--- src/rtl/compare_persistence_filter.sv ---
// compare_persistence_filter: persistence-filtered a>b / a<b relation with crossing pulses and saturating count
module compare_persistence_filter #(
  parameter int PERSIST = 4,
  parameter int CNT_W = 8
) (
  input  logic             clk,
  input  logic             rst_n,
  input  logic             in_valid,
  input  logic             a_less_b,
  input  logic             a_equal_b,
  input  logic             a_greater_b,
  input  logic             clr_count,
  output logic             state_valid,
  output logic             state_high,
  output logic             rise_pulse,
  output logic             fall_pulse,
  output logic [CNT_W-1:0] cross_count,
  output logic             flag_err
);
  localparam int RW = $clog2(PERSIST + 1);
  typedef enum logic [1:0] {UNKNOWN, LOW, HIGH} state_t;
  state_t state;
  logic [RW-1:0] run, run_nx;
  logic run_dir, dir_nx, gt, lt, eq, bad, hit, to_low;
  assign gt = in_valid & a_greater_b & ~a_less_b & ~a_equal_b;
  assign lt = in_valid & a_less_b & ~a_greater_b & ~a_equal_b;
  assign eq = in_valid & a_equal_b & ~a_less_b & ~a_greater_b;
  assign bad = in_valid & ~(gt | lt | eq);
  // EQ, BAD and idle cycles fall through every branch, so the run holds
  always_comb begin
    dir_nx = run_dir;
    run_nx = run;
    if (state == UNKNOWN) begin
      if (gt | lt) begin
        dir_nx = gt;
        run_nx = (gt == run_dir) ? run + RW'(1) : RW'(1);
      end
    end else if (state == HIGH ? lt : gt) run_nx = run + RW'(1);
    else if (state == HIGH ? gt : lt) run_nx = '0;
  end
  assign hit = run_nx == RW'(PERSIST);
  assign to_low = state == HIGH || (state == UNKNOWN && !dir_nx);
  always_ff @(posedge clk or negedge rst_n) begin
    if (!rst_n) begin
      state <= UNKNOWN;
      run <= '0;
      run_dir <= 1'b0;
      state_valid <= 1'b0;
      state_high <= 1'b0;
      rise_pulse <= 1'b0;
      fall_pulse <= 1'b0;
      cross_count <= '0;
      flag_err <= 1'b0;
    end else begin
      run <= hit ? '0 : run_nx;
      run_dir <= dir_nx;
      rise_pulse <= hit && state == LOW;
      fall_pulse <= hit && state == HIGH;
      if (hit) begin
        state <= to_low ? LOW : HIGH;
        state_high <= !to_low;
        state_valid <= 1'b1;
      end
      cross_count <= clr_count ? '0 :
                     (hit && state != UNKNOWN && cross_count != '1) ? cross_count + CNT_W'(1) : cross_count;
      flag_err <= !clr_count && (flag_err || bad);
    end
  end
endmodule

--- config.mk ---
export PLATFORM = sky130hd
export DESIGN_NAME = compare_persistence_filter
export DESIGN_NICKNAME = d
export VERILOG_FILES = /design/src/rtl/compare_persistence_filter.sv
export SDC_FILE = /design/constraint.sdc
export NUM_CORES = 1
export LEC_CHECK = 0
export ABC_AREA = 1
export CORE_MARGIN = 8
export CORE_UTILIZATION = 46
export CTS_CLUSTER_DIAMETER = 120
export CTS_CLUSTER_SIZE = 30
export DETAILED_ROUTE_END_ITERATION = 10
export PLACE_DENSITY_LB_ADDON = 0.3
export SETUP_SLACK_MARGIN = 0.5
export SYNTH_ARGS = -nofsm -noshare
export SYNTH_HDL_FRONTEND = slang
export SYNTH_SLANG_ARGS = --single-unit
export TNS_END_PERCENT = 20
--- constraint.sdc ---
create_clock -name clk -period 1.5 [get_ports clk]
set_clock_uncertainty 0.15 [all_clocks]
set_input_delay 0.15 -clock clk [delete_from_list [all_inputs] [get_ports clk]]
set_output_delay 0.15 -clock clk [all_outputs]
set_load 0.1 [all_outputs]
==> results.md <==
- Vert. Die Dim: 64.3 microns
- Relative slew slack: 74.4%
- Reg2reg start: state_high
- Leading area contributor after synthesis: dfrtp_1
- CP Class: register to register
- Tmin final: 1.81 ns
- Antenna Nets Post-Route: 0
- R2r endpoint: cross_count[6]
- Longest Clk Path Bufs: 2
- Final hold slack: 0.0304 ns
- Std-Cell Rows: 17
- Met1 usage in global routing: 16.5%
- Antenna violations before repair: 0
- WL/cell: 14.4 microns
- Setup crit start kind: register
- Final setup violation count: 15
- Peak VDD IR: 1790 uV
- CTS sink count: 18
- Worst reg2reg setup slack: -0.31 ns
- Global-route wire length before repair: 5240 microns
- Pin count of the biggest net entering global routing: 19
- Unrepaired setup endpoints after global routing: yes
- Clock Tree Root: clkbuf_4
- H-tree levels: 1
- Share of layout cells above drive strength 1: 46.6%
- Unique masters post-synth: 25
- Final Hold Violating Endpoints: 0
- CP arrival: 1.88 ns
- DRT Pass-1 Iters: 4
- Worst-margin pin slew: 0.379 ns
- Req. time, crit path: 1.58 ns
- Count leader, synth: nand2_1
- Die W: 64.3 microns
- Violated checks: setup timing
- Layout fillers: 149
- Synth top area share: 42.0%
- Setup WS pre-CTS: -0.631 ns
- GRT overflow: 0
- Starting DRT DRC Count: 53
- Setup_tns: -3.36 ns
- Starting density of the core: 48.5%
- # IOs: 20
- DP HPWL: 2260 microns
- Post-synth net total: 150
- LEAKAGE: 0.858 nW
- Mean Syn Cell Area: 7.61 sq um
- CTS tree: done
- GR Util met3: 3.48%
- Clock Latency Late Sink: 0.28 ns
- WL final: 3180 microns
- Worst setup margin: -0.309 ns
- Die area: 0.00414 sq mm
- CP startpoint: state_high
- M2 GR Usage: 28.7%
- Fin crit share: 121%
- R2R depth: 9
- Vias in the first global route: 1198
- Fin nets: 203
- Top cells by area, synth: dfrtp_1 42%, nand2_1 14%, nand3_1 10%, nor2_1 4.9%, xor2_1 3.3%
- Commonest cells post-synth: 41 x nand2_1, 22 x nand3_1, 18 x dfrtp_1
- HP Class: input pin to asynchronous set/reset pin
- Hold_buf cts: 0
- Layout area overhead: 67.1%
- Synth Cell Area: 0.00107 sq mm
- Crit path to: cross_count[6]
- CP max FO: 8
- Via density per instance: 5.37
- CP Capture Type: register
- GRT Util Overall: 15.5%
- Ant diodes: 0
- PD cells: 1660 mW/mm^2
- Number of synthesized flops with an enable pin: 0
- Placer Congestion: 0.841
- Synth Register Bits: 18
- Register area share after synthesis: 42.0%
- TritonCTS Buffers: 3
- Yosys warning total: 0
- Primary FF master, synth: dfrtp_1
- Core ar.: 0.00221 sq mm
- PortBufs: 19
- Post-route DRC: 0
- CTS clk-pin slew, worst paths: 0.10 ns
- Mapped Cells: 141
- Post-synth ARST share: 100%
- Max-Cap Viols: 0
- Achievable Freq: 553 MHz
- Outcome: finished, violations left
- Max Slew Vio Count: 0
- Global routing's busiest layer: met2
- Detailed-route via count: 1186
==> routing by layer <==
metal / up-vias / part of all wire, %
li1: 558 / -
met1: 584 / 38
met2: 33 / 55
met3: 11 / 4.8
met4: 0 / 2.4
met5: - / 0
==> stage by stage <==
stage / cell area (sq um) / total power, mW / std cells / util (%)
after floorplan: 1120 / 1.75 / 141 / -
after global placement: 1640 / 2.36 / 209 / 74.1
after detailed placement: 1640 / 2.43 / 209 / 74.1
after CTS: 1750 / 2.87 / 219 / 79.3
after global routing: 1790 / 3.15 / 221 / 81.1
final: 1790 / 2.98 / 221 / 81.1
==> cell families after synthesis <==
family	Yosys count	synth area share (%)
buffers and inverters	16	5.59
and+or+nand+nor	93	41.7
DFF	18	42.0
adders and majority gates	2	2.33
xor gates and xnor gates	6	4.90
AOI/OAI and AO/OA	6	3.50
==> final cells by class <==
class	instances	area, sq um	area share, %
inverter	15	56.3	3.14
multi-input combinational	108	656	36.5
tap	28	35.0	1.95
sequential	18	469	26.2
timing repair buffer	48	552	30.8
clock buffer	4	26.3	1.46
==> how the worst min path moves through the flow <==
stage           from  slack, ns             end
2_1_floorplan  rst_n      -0.30  cross_count[2]
3_3_place_gp   rst_n       0.34     state_valid
3_5_place_dp   rst_n       0.35  cross_count[0]
4_1_cts        rst_n       0.03  cross_count[0]
5_1_grt        rst_n       0.05     state_valid
6_report       rst_n       0.03  cross_count[0]
==> power by group <==
group          internal [mW]  leakage (nW)  switching [mW]
Clock                  0.103        0.0150           0.144
Combinational          0.792         0.623            1.18
Sequential             0.621         0.220           0.137
Total                   1.52         0.858            1.46
==> state kept, by name, summed over array words and instances, names as in the netlist <==
register / cells
cross_count: 8
state_valid: 1
flag_err: 1
run_dir: 1
fall_pulse: 1
run: 3
state: 1
state_high: 1
rise_pulse: 1
==> cell usage in the layout, fill, tap and decap left out, types with 3 or more instances in the layout <==
cell,count
buf_12,13
nor2_1,12
nor2_2,3
inv_1,6
xor2_1,3
nand2_2,7
buf_4,24
nor2_4,3
inv_2,8
nand2_1,36
dfrtp_2,6
buf_6,5
clkbuf_4,3
nand3_2,6
nand3_1,18
dfrtp_4,3
dlygate4sd2_1,4
dfrtp_1,9
==> critical path: stages (launching register included) <==
cell,delay [ns]
dfrtp_4,0.52
nor2_4,0.20
nor2_2,0.08
nand2_2,0.08
nand3_2,0.09
nor2_4,0.21
nand3_4,0.14
nand2_4,0.13
nand2_1,0.07
nand2_1,0.07
==> what timing repair did <==
item / in CTS / in global routing
resized for setup: 18 / 8
buffers inserted: 5 / 2
cloned: 1 / 0
setup endpoints to repair: 31 / 31
pin swaps: 10 / 7
No activity file was read; power rests on OpenSTA's default activity.
